$ cat src/rtl/whack_pkg.sv
// Shared types and helpers for the whack-a-mole game core.
// Game/mole state encodings, BCD width, LFSR taps, timer decrement.
package whack_pkg;

    typedef enum logic [1:0] {
        IDLE      = 2'd0,
        PLAY      = 2'd1,
        GAME_OVER = 2'd2
    } game_state_t;

    typedef enum logic {
        DARK = 1'b0,
        LIT  = 1'b1
    } mole_state_t;

    localparam int BCD_DIGITS = 4;

    // Right-shifting Galois form of x^16+x^14+x^13+x^11+1
    localparam logic [15:0] LFSR_TAPS = 16'hB400;

    function automatic logic [7:0] bcd_dec2(input logic [7:0] v);
        logic [7:0] r;
        if (v == 8'h00) begin
            r = 8'h00;
        end else if (v[3:0] == 4'd0) begin
            r = {v[7:4] - 4'd1, 4'd9};
        end else begin
            r = {v[7:4], v[3:0] - 4'd1};
        end
        return r;
    endfunction

endpackage

$ cat src/rtl/bcd_score_counter.sv
// Packed-BCD score register with clear, increment and decrement.
// Saturates at all-nines on increment and at zero on decrement.
module bcd_score_counter
    import whack_pkg::*;
(
    input  logic                    clk,
    input  logic                    rst,
    input  logic                    clr,
    input  logic                    inc,
    input  logic                    dec,
    output logic [4*BCD_DIGITS-1:0] score
);

    localparam int W = 4 * BCD_DIGITS;

    logic [W-1:0] inc_val;
    logic [W-1:0] dec_val;
    logic         carry;
    logic         borrow;

    always_comb begin
        inc_val = score;
        dec_val = score;
        carry   = 1'b1;
        borrow  = 1'b1;
        for (int d = 0; d < BCD_DIGITS; d++) begin
            if (carry) begin
                if (score[4*d +: 4] == 4'd9) begin
                    inc_val[4*d +: 4] = 4'd0;
                end else begin
                    inc_val[4*d +: 4] = score[4*d +: 4] + 4'd1;
                    carry = 1'b0;
                end
            end
            if (borrow) begin
                if (score[4*d +: 4] == 4'd0) begin
                    dec_val[4*d +: 4] = 4'd9;
                end else begin
                    dec_val[4*d +: 4] = score[4*d +: 4] - 4'd1;
                    borrow = 1'b0;
                end
            end
        end
        // A carry/borrow out of the top digit means we were at a rail
        if (carry) inc_val = score;
        if (borrow) dec_val = score;
    end

    always_ff @(posedge clk) begin
        if (rst || clr) begin
            score <= '0;
        end else if (inc) begin
            score <= inc_val;
        end else if (dec) begin
            score <= dec_val;
        end
    end

endmodule

$ cat src/rtl/whack_a_mole_arena.sv
// Multi-player whack-a-mole core: game FSM, BCD countdown, per-player
// mole spawning/expiry, hit/miss scoring and winner detection.
module whack_a_mole_arena
    import whack_pkg::*;
#(
    parameter int          N_PLAYERS     = 2,
    parameter int          N_HOLES       = 4,
    parameter int          TICKS_PER_SEC = 50_000_000,
    parameter int          GAME_SECS     = 99,
    parameter int          MOLE_TICKS    = 25_000_000,
    parameter int          GAP_TICKS     = 5_000_000,
    parameter int          MISS_PENALTY  = 0,
    parameter logic [15:0] LFSR_SEED     = 16'hACE1
)(
    input  logic                           clk,
    input  logic                           rst,
    input  logic                           start,
    input  logic [N_PLAYERS*N_HOLES-1:0]   buttons,
    output logic [N_PLAYERS*N_HOLES-1:0]   leds,
    output logic [16*N_PLAYERS-1:0]        scores,
    output logic [7:0]                     time_left,
    output logic                           game_active,
    output logic                           game_over,
    output logic [N_PLAYERS-1:0]           winner
);

    localparam int NB   = N_PLAYERS * N_HOLES;
    localparam int HW   = $clog2(N_HOLES);
    localparam int MAXT = (MOLE_TICKS > GAP_TICKS) ? MOLE_TICKS : GAP_TICKS;
    localparam int CW   = $clog2(MAXT + 1);
    localparam int TW   = $clog2(TICKS_PER_SEC + 1);
    localparam logic [7:0] GAME_BCD = {4'(GAME_SECS / 10), 4'(GAME_SECS % 10)};

    game_state_t   state;
    game_state_t   state_d;
    logic [TW-1:0] tick;
    logic [15:0]   lfsr;
    logic [NB-1:0] buttons_q;
    logic [NB-1:0] press;
    logic          in_play;
    logic          start_game;
    logic          tick_wrap;
    logic [15:0]   best;

    assign in_play     = (state == PLAY);
    assign start_game  = (state != PLAY) && start;
    assign tick_wrap   = (tick == TW'(TICKS_PER_SEC - 1));
    assign press       = buttons & ~buttons_q;
    assign game_active = in_play;
    assign game_over   = (state == GAME_OVER);

    always_comb begin
        state_d = state;
        unique case (state)
            IDLE, GAME_OVER: if (start) state_d = PLAY;
            PLAY: if (tick_wrap && time_left == 8'h01) state_d = GAME_OVER;
            default: state_d = IDLE;
        endcase
    end

    always_ff @(posedge clk) begin
        if (rst) begin
            state <= IDLE;
        end else begin
            state <= state_d;
        end
    end

    always_ff @(posedge clk) begin
        if (rst) begin
            tick      <= '0;
            time_left <= 8'h00;
        end else if (start_game) begin
            tick      <= '0;
            time_left <= GAME_BCD;
        end else if (in_play) begin
            if (tick_wrap) begin
                tick      <= '0;
                time_left <= bcd_dec2(time_left);
            end else begin
                tick <= tick + TW'(1);
            end
        end
    end

    // Free-running so the spawn sequence depends on when start arrives
    always_ff @(posedge clk) begin
        if (rst) begin
            lfsr      <= LFSR_SEED;
            buttons_q <= '0;
        end else begin
            lfsr      <= {1'b0, lfsr[15:1]} ^ (lfsr[0] ? LFSR_TAPS : 16'h0000);
            buttons_q <= buttons;
        end
    end

    always_comb begin
        best   = '0;
        winner = '0;
        for (int p = 0; p < N_PLAYERS; p++) begin
            if (scores[16*p +: 16] > best) best = scores[16*p +: 16];
        end
        if (state == GAME_OVER) begin
            for (int p = 0; p < N_PLAYERS; p++) begin
                winner[p] = (scores[16*p +: 16] == best);
            end
        end
    end

    for (genvar p = 0; p < N_PLAYERS; p++) begin : g_player
        mole_state_t        ms;
        mole_state_t        ms_d;
        logic [CW-1:0]      cnt;
        logic [CW-1:0]      cnt_d;
        logic [HW-1:0]      hole;
        logic [HW-1:0]      hole_d;
        logic [HW-1:0]      spawn;
        logic [N_HOLES-1:0] bank_press;
        logic [N_HOLES-1:0] lit_mask;
        logic               hit;
        logic               miss;

        assign bank_press = press[p*N_HOLES +: N_HOLES];
        assign lit_mask   = (in_play && ms == LIT) ? (N_HOLES'(1) << hole) : '0;
        assign hit        = in_play && |(bank_press & lit_mask);
        assign miss       = in_play && |(bank_press & ~lit_mask) && !hit;
        assign leds[p*N_HOLES +: N_HOLES] = lit_mask;

        always_comb begin
            spawn = HW'((int'(lfsr[7:0]) % N_HOLES + p) % N_HOLES);
            if (spawn == hole) spawn = HW'((int'(spawn) + 1) % N_HOLES);
        end

        always_comb begin
            ms_d   = ms;
            cnt_d  = cnt;
            hole_d = hole;
            if (start_game) begin
                ms_d  = DARK;
                cnt_d = CW'(1);
            end else if (in_play) begin
                // A hit on the expiry cycle still scores
                if (hit) begin
                    ms_d  = DARK;
                    cnt_d = CW'(GAP_TICKS);
                end else if (cnt == CW'(1)) begin
                    if (ms == DARK) begin
                        ms_d   = LIT;
                        cnt_d  = CW'(MOLE_TICKS);
                        hole_d = spawn;
                    end else begin
                        ms_d  = DARK;
                        cnt_d = CW'(GAP_TICKS);
                    end
                end else begin
                    cnt_d = cnt - CW'(1);
                end
                if (state_d == GAME_OVER) ms_d = DARK;
            end
        end

        always_ff @(posedge clk) begin
            if (rst) begin
                ms   <= DARK;
                cnt  <= CW'(1);
                hole <= '0;
            end else begin
                ms   <= ms_d;
                cnt  <= cnt_d;
                hole <= hole_d;
            end
        end

        bcd_score_counter u_score (
            .clk   (clk),
            .rst   (rst),
            .clr   (start_game),
            .inc   (hit),
            .dec   (MISS_PENALTY != 0 && miss),
            .score (scores[16*p +: 16])
        );
    end

endmodule

$ cat config.mk
export PLATFORM = sky130hd
export DESIGN_NAME = whack_a_mole_arena
export DESIGN_NICKNAME = d
export VERILOG_FILES = /design/src/rtl/whack_pkg.sv /design/src/rtl/bcd_score_counter.sv /design/src/rtl/whack_a_mole_arena.sv
export SDC_FILE = /design/constraint.sdc
export NUM_CORES = 1
export LEC_CHECK = 0
export ABC_AREA = 1
export BUFFER_PORTS_ARGS = -buffer_cell sky130_fd_sc_hd__clkbuf_2
export CAP_MARGIN = 40
export CORE_MARGIN = 2
export CORE_UTILIZATION = 60
export CTS_BUF_LIST = sky130_fd_sc_hd__clkbuf_4 sky130_fd_sc_hd__clkbuf_8 sky130_fd_sc_hd__clkbuf_16
export DETAILED_ROUTE_END_ITERATION = 8
export PLACE_DENSITY = 0.79
export RECOVER_POWER = 50
export SYNTH_ARGS = -nofsm -noshare
export SYNTH_HDL_FRONTEND = slang
export SYNTH_HIERARCHICAL = 1
export SYNTH_SLANG_ARGS = --single-unit
$ cat constraint.sdc
create_clock -name clk -period 2.4 [get_ports clk]
set_input_delay 0.12 -clock clk [delete_from_list [all_inputs] [get_ports clk]]
set_output_delay 0.12 -clock clk [all_outputs]
set_load 0.005 [all_outputs]
==> results of run 1 <==
-- stage by stage --
step | setup slack, ns | total power [mW] | std cells | TNS, ns | instance area [µm²]
global route | -0.643 | 19.0 | 1845 | -1.26 | 11600
finish | -0.512 | 17.8 | 1846 | -0.991 | 11600
CTS | -0.372 | 16.1 | 1838 | -0.699 | 11400
detailed placement | 0.0158 | 11.3 | 1792 | 0 | 10400
global placement | 0.0220 | 11.2 | 1790 | 0 | 10400
floorplan | 0.219 | 9.05 | 1496 | 0 | 9580
-- state kept, by name (all words and copies together), names as in the netlist --
register                cells
g_player.u_score/score     32
time_left                   8
g_player.cnt               50
g_player.ms                 2
state                       2
tick                       26
buttons_q                   8
g_player.hole               4
lfsr                       16
-- report_power, final --
group          internal (mW)  switching, mW  total [mW]
sequential              2.82          0.283        3.10
clock                   1.81           1.07        2.88
combinational           4.94           6.83        11.8
total                   9.57           8.18        17.8
-- area by class of cell --
type,count,area share
Timing Repair inverter,1,0.000647
Timing Repair Buffer,133,0.0836
Antenna cell,2,0.000431
Clock inverter,11,0.0151
Clock buffer,21,0.0398
Tap cell,216,0.0233
Multi-Input combinational cell,1100,0.510
Inverter,214,0.0700
Sequential cell,148,0.257
-- cell families after synthesis --
| kind of cell | synth area share |
|---|---|
| xor+xnor | 0.0448 |
| simple gates | 0.405 |
| buf+inv | 0.100 |
| flops | 0.309 |
| compound gates | 0.110 |
| fa+ha+maj | 0.0298 |
| other cells | 0.000392 |
-- routing by layer --
layer | vias up | wire length, µm | share of wire | GRT usage
li1 | 5078 | - | - | -
met1 | 4579 | 11300 | 0.43 | 0.382
met2 | 339 | 12700 | 0.48 | 0.523
met3 | 53 | 1550 | 0.059 | 0.0545
met4 | 0 | 638 | 0.024 | 0.110
met5 | - | 0 | 0 | 0
-- final timing paths --
check / to / slack, ns / depth (start not counted)
worst max-delay path: winner[1] / -0.51 / 16
worst min-delay path: time_left[0] / 0.18 / 2
worst max register to register: g_player[0].u_score/score[9] / 0.13 / 14
worst min register to register: lfsr[8] / 0.40 / 2
-- worst register-to-register path: stages (launching register included) --
cell and delay (ns):
dfxtp_1 0.41, inv_2 0.09, nor2_8 0.12, nand2_2 0.11, nor3_1 0.22, nand2_1 0.13
nand4_4 0.17, inv_1 0.08, nor2_1 0.24, nor2_4 0.08, nand2_4 0.15, nand2_4 0.10
nand2_1 0.07, nand2_1 0.04, nor2_1 0.17
-- what timing repair did --
action / CTS / global route
cloned: 4 / 0
hold endpoints to repair: 9 / 0
gates resized for setup: 24 / 62
endpoints found under the setup margin: 2 / 23
pin swaps: 6 / 23
buffers inserted: 1 / 6
hold buffers: 9 / 0
-- cell usage in the layout, fill, tap and decap left out, types with 12 or more instances in the layout --
master	instances
a21oi_1	73
buf_4	43
clkbuf_1	15
clkbuf_16	17
clkbuf_2	53
dfxtp_1	134
dfxtp_2	14
inv_1	183
inv_2	28
nand2_1	289
nand2_2	12
nand3_1	93
nand4_1	45
nor2_1	261
nor2_2	24
nor2_4	14
nor3_1	32
o21ai_0	71
xnor2_1	15
xor2_1	34
==> summary.md, run 1 <==
| Metric | Value |
|---|---|
| H-tree lvl count | `4` |
| CP peak stage delay | `0.33 ns` |
| Max VDD drop | `0.00118 V` |
| Root buf cell | `clkbuf_16` |
| Gr ovfl total | `0` |
| Post-synthesis sequential area ratio | `0.309` |
| Ys Warns | `6` |
| Initial Util | `0.607` |
| Routability cong. | `0.913` |
| Worst Path Arrival | `2.79 ns` |
| RSZ-0062 raised after global routing | `yes` |
| Final Cycle Share | `1.21` |
| Final WS setup | `-0.512 ns` |
| Fin. max-slew vios | `0` |
| Worst Path Buf+Inv | `5` |
| Routed Antenna Nets | `0` |
| Top post-synthesis cells by area | `dfxtp_1, nand2_1, nor2_1, inv_1, nand3_1` |
| FMAX | `343 MHz` |
| Clk buf depth | `2` |
| Start point of the critical path | `g_player[0].u_score/score[11]` |
| Worst Skew | `0.00979 ns` |
| HP Class | `in -> reg` |
| Kind of critical path | `reg -> out` |
| Largest net degree at the start of global routing | `32` |
| FF-to-FF Start | `state[0]` |
| WHS | `0.176 ns` |
| Synth top area share | `0.309` |
| Clock sink count | `148` |
| Chip Width | `130 µm` |
| Leakage | `5.25 nW` |
| DR WL/cell | `14.2 µm` |
| Top cells by count, synth | `nand2_1, nor2_1, inv_1` |
| Area of the core | `15800 µm²` |
| Startpoint types | `flop` |
| Total number of vias | `10000` |
| PortBufs | `62` |
| Footprint of the multi-input gates | `5920 µm²` |
| Slowest-stage cell, CP | `dfxtp_2` |
| Worst-path clk slew | `0.06 ns` |
| # IOs | `63` |
| Synth unique cells | `53` |
| Count leader, synth | `nand2_1` |
| # DRC | `0` |
| Vias/cell | `5.44` |
| Vias in the first global route | `9115` |
| Reg area | `2980 µm²` |
| Dpl hpwl | `18500 µm` |
| Register bit count reported by yosys | `148` |
| Critical-path cell list | `inv_2 -> ha_4 -> nand4_1 -> nor3_4 -> nand2_1 -> nand2_2 -> nand2_8 -> buf_12 -> buf_16 -> buf_8 -> nand3_1 -> nand2_1 -> nor2_2 -> nand4_1 -> nor2_1 -> buf_2` |
| Worst skew pair latency | `0.43 ns` |
| TritonCTS clock tree | `done` |
| Initial antenna violation count | `1` |
| Cell accounting for the most synthesized area | `dfxtp_1` |
| Crit-path max FO | `10` |
| Crit-path leading delay family | `simple AND/OR/NAND/NOR gates` |
| Initial DRT Pass Iterations | `6` |
| MaxCap Viol Count | `0` |
| Post-Syn Area | `9580 µm²` |
| Post-Route Utilization | `0.736` |
| Fill count | `1323` |
| Number of enable flip-flop cells after synthesis | `0` |
| Hold Violations, Final | `0` |
| First-pass GRT wire length | `41700 µm` |
| Layout net count | `1648` |
| Worst relative slew slack | `0.324` |
| Worst-margin pin slew | `1.01 ns` |
| Pwr Density | `1530 nW/µm²` |
| Mapped Cells | `1495` |
| Main synth FF type | `dfxtp_1` |
| Full die area | `17000 µm²` |
| Total CTS buffers | `17` |
| Cell row count | `46` |
| HP Start | `rst` |
| Die height | `130 µm` |
| Layout cells sized above 1 | `0.184` |
| Setup Viol. Count Final | `2` |
| Synth-to-Final Area Change | `21.2%` |
| DR iter-0 viols | `848` |
| Failing checks | `setup timing` |
| Crit. End Element | `primary output` |
| Syn avg cell area | `6.41 µm²` |
| Async set or reset register ratio after synthesis | `0` |
| Run status | `finished with violations` |
| Final wirelength | `26300 µm` |
| CP required | `2.28 ns` |
| Post-layout minimum cycle time | `2.91 ns` |
| All-Layer GR Usage | `0.304` |
(Power assumes the default switching activity.)
==> run 2, diff against run 1 <==
--- a/config.mk
+++ b/config.mk
@@ -8,7 +8,7 @@
 export ABC_AREA = 1
 export BUFFER_PORTS_ARGS = -buffer_cell sky130_fd_sc_hd__clkbuf_2
 export CAP_MARGIN = 40
-export CORE_MARGIN = 2
+export CORE_MARGIN = 8
 export CORE_UTILIZATION = 60
 export CTS_BUF_LIST = sky130_fd_sc_hd__clkbuf_4 sky130_fd_sc_hd__clkbuf_8 sky130_fd_sc_hd__clkbuf_16
 export DETAILED_ROUTE_END_ITERATION = 8
==> run 2 against run 1 <==
  * The flow still finishes with violations (setup timing)
  * Highest routed layer unchanged
  * Final cell count fell by 0.22%
  * Sequential power barely moved
  * Register-to-register slack got worse by 0.33 ns
  * Global-route usage fell by 4.9 points
  * Fmax rose by 5.7%
  * Die area rose by 19%
  * Clock skew fell by 0.0010 ns
  * First-iteration DRC count fell by 6.8%
  * Worst hold slack improved by 0.032 ns
  * Combinational power fell by 20%
==> summary.md, run 2 (synthesis results as in run 1) <==
| Metric | Value |
|---|---|
| MaxCap Viol Count | `0 (unchanged)` |
| Commonest cells after routing, fill and taps aside | `nand2_1, nor2_1, inv_1` |
| Crit-path max FO | `5 (-5)` |
| Initial Util | `0.607 (unchanged)` |
| TritonCTS clock tree | `done` |
| Fill count | `1463 (+11%)` |
| PortBufs | `62 (unchanged)` |
| Layout net count | `1646 (-0.12%)` |
| Worst-path clk slew | `0.06 ns (about the same)` |
| Fin. max-slew vios | `0 (unchanged)` |
| Clk buf depth | `2 (unchanged)` |
| WHS | `0.209 ns (+0.0324 ns)` |
| Die height | `142 µm (+9.2%)` |
| Dpl hpwl | `19300 µm (+4.3%)` |
| Commonest non-fill, non-tap cell in the layout | `nand2_1` |
| Critical-path cell list | `inv_2 -> ha_4 -> nand4_1 -> nor3_4 -> buf_6 -> nand3_4 -> clkbuf_16 -> nand4_1 -> inv_1 -> nor2_1 -> nand2_1 -> nor2_2 -> nand2_1 -> nor2_1 -> buf_2` |
| Synth-to-Final Area Change | `17.5%` |
| Post-layout minimum cycle time | `2.75 ns (-0.158 ns)` |
| Internal Pwr Total | `7.82 mW (-18%)` |
| Vias in the first global route | `9323 (+2.3%)` |
| Final wirelength | `25900 µm (-1.5%)` |
| Worst skew pair latency | `0.43 ns (about the same)` |
| HP Class | `in -> reg` |
| Slowest-stage cell, CP | `dfxtp_2` |
| Final WS setup | `-0.354 ns (+0.158 ns)` |
| Worst relative slew slack | `0.644 (+0.321)` |
| Max VDD drop | `0.00136 V (+16%)` |
| DR WL/cell | `14.0 µm (-1.3%)` |
| Clock sink count | `148 (unchanged)` |
| Crit-path leading delay family | `simple AND/OR/NAND/NOR gates` |
| Gr ovfl total | `0 (unchanged)` |
| Area of the core | `15800 µm² (unchanged)` |
| # DRC | `0 (unchanged)` |
| Combinational power share | `0.620 (-0.043)` |
| Largest net degree at the start of global routing | `39 (+22%)` |
| Worst Skew | `0.00878 ns (-0.00101 ns)` |
| Footprint of the multi-input gates | `5820 µm² (-1.8%)` |
| RSZ-0062 raised after global routing | `yes` |
| Antenna diodes | `0 (-2)` |
| Chip Width | `142 µm (+9.2%)` |
| Full die area | `20300 µm² (+19%)` |
| Net Switching | `7.37 mW (-10%)` |
| # IOs | `63 (unchanged)` |
| CP required | `2.28 ns (about the same)` |
| Total number of vias | `10100 (+0.58%)` |
| Routed Antenna Nets | `0 (unchanged)` |
| Initial antenna violation count | `0 (-1)` |
| Pwr Density | `1350 nW/µm² (-12%)` |
| DR iter-0 viols | `790 (-6.8%)` |
| First-pass GRT wire length | `42500 µm (+2.0%)` |
| Pwr Total | `15.2 mW (-14%)` |
| Worst Path Arrival | `2.63 ns (-0.16 ns)` |
| Worst-margin pin slew | `0.534 ns (-0.481 ns)` |
| Cell row count | `46 (unchanged)` |
| Routability cong. | `0.977 (+7.0%)` |
| Hold Violations, Final | `0 (unchanged)` |
| Setup Viol. Count Final | `26 (+24)` |
| Worst Path Buf+Inv | `5 (unchanged)` |
| CP peak stage delay | `0.35 ns (+0.02 ns)` |
| All-Layer GR Usage | `0.255 (-0.0488)` |
| FMAX | `363 MHz (+5.7%)` |
| Vias/cell | `5.49 (+0.80%)` |
| Failing checks | `setup timing` |
| Initial DRT Pass Iterations | `6 (unchanged)` |
| Reg area | `2970 µm² (-0.29%)` |
| Largest reg by FF count | `g_player.cnt` |
| Post-Route Utilization | `0.714 (-0.0222)` |
| Leakage | `5.07 nW (-3.5%)` |
| Layout cells sized above 1 | `0.146 (-0.0379)` |
| Max FFs per register | `50 (unchanged)` |
| Root buf cell | `clkbuf_16` |
| Kind of critical path | `reg -> out` |
| Crit. End Element | `primary output` |
| Biggest regs | `g_player.cnt (50), g_player.u_score/score (32), tick (26)` |
| Sequential share of power | `0.202 (+0.027)` |
| H-tree lvl count | `4 (unchanged)` |
| Clock power share | `0.178 (+0.016)` |
| Total CTS buffers | `17 (unchanged)` |
| Run status | `finished with violations` |
| Final Cycle Share | `1.15 (-0.0659)` |
| Switching share of power | `0.485 (+0.0243)` |
| Startpoint types | `flop` |
==> run 2: tightest hold or removal path: cells and delay by family <==
kind                   cells  cell delay [ns]
AND/OR/NAND/NOR            1             0.12
buffers and inverters      2             0.35
==> run 2: stage by stage <==
step	std cells	setup WS [ns]	instance area, µm²	TNS (ns)
6_report	1842	-0.354	11300	-2.38
4_1_cts	1837	-0.313	11200	-0.615
3_5_place_dp	1795	0.143	10400	0
3_3_place_gp	1795	0.104	10400	0
2_1_floorplan	1496	0.219	9580	0
5_1_grt	1842	-0.532	11300	-14.22
==> run 2: power by group through the flow <==
stage | clock [mW] | sequential (mW) | combinational (mW)
2_1_floorplan | 0 | 3.36 | 5.69
3_3_place_gp | 0 | 3.06 | 8.04
3_5_place_dp | 0 | 3.07 | 8.13
4_1_cts | 2.73 | 3.03 | 8.50
5_1_grt | 2.84 | 3.11 | 10.5
6_report | 2.70 | 3.07 | 9.42
==> run 2: worst paths after layout <==
path	startpoint	end	slack, ns	cells past startpoint
max	g_player[0].u_score/score[9]	winner[0]	-0.35	15
min	rst	buttons_q[5]	0.21	3
max reg2reg	state[0]	g_player[1].cnt[18]	-0.20	10
min reg2reg	lfsr[15]	lfsr[14]	0.40	2
==> run 2: metal layers <==
layer | part of all wire | track usage | wire, µm | vias up
met5 | 0 | 0 | 0 | -
met4 | 0.029 | 0.107 | 748 | 0
met3 | 0.069 | 0.0409 | 1790 | 65
met2 | 0.48 | 0.437 | 12300 | 398
met1 | 0.42 | 0.310 | 11000 | 4593
li1 | - | - | - | 5051
==> run 2: timing repair <==
item                                   in CTS  in global routing
cloned                                      1                  1
pin swaps                                   8                 13
endpoints found under the hold margin       9                  0
setup endpoints to repair                   2                  2
hold buffers                                9                  0
setup buffers                               0                  4
gates resized for setup                    18                 40
==> run 2: area by class of cell <==
cell class | instances | area share
Inverter | 214 | 0.0714
Sequential cell | 148 | 0.264
Multi-Input combinational cell | 1100 | 0.517
Timing Repair Buffer | 132 | 0.0709
Clock inverter | 15 | 0.0150
Clock buffer | 17 | 0.0378
Tap cell | 216 | 0.0240
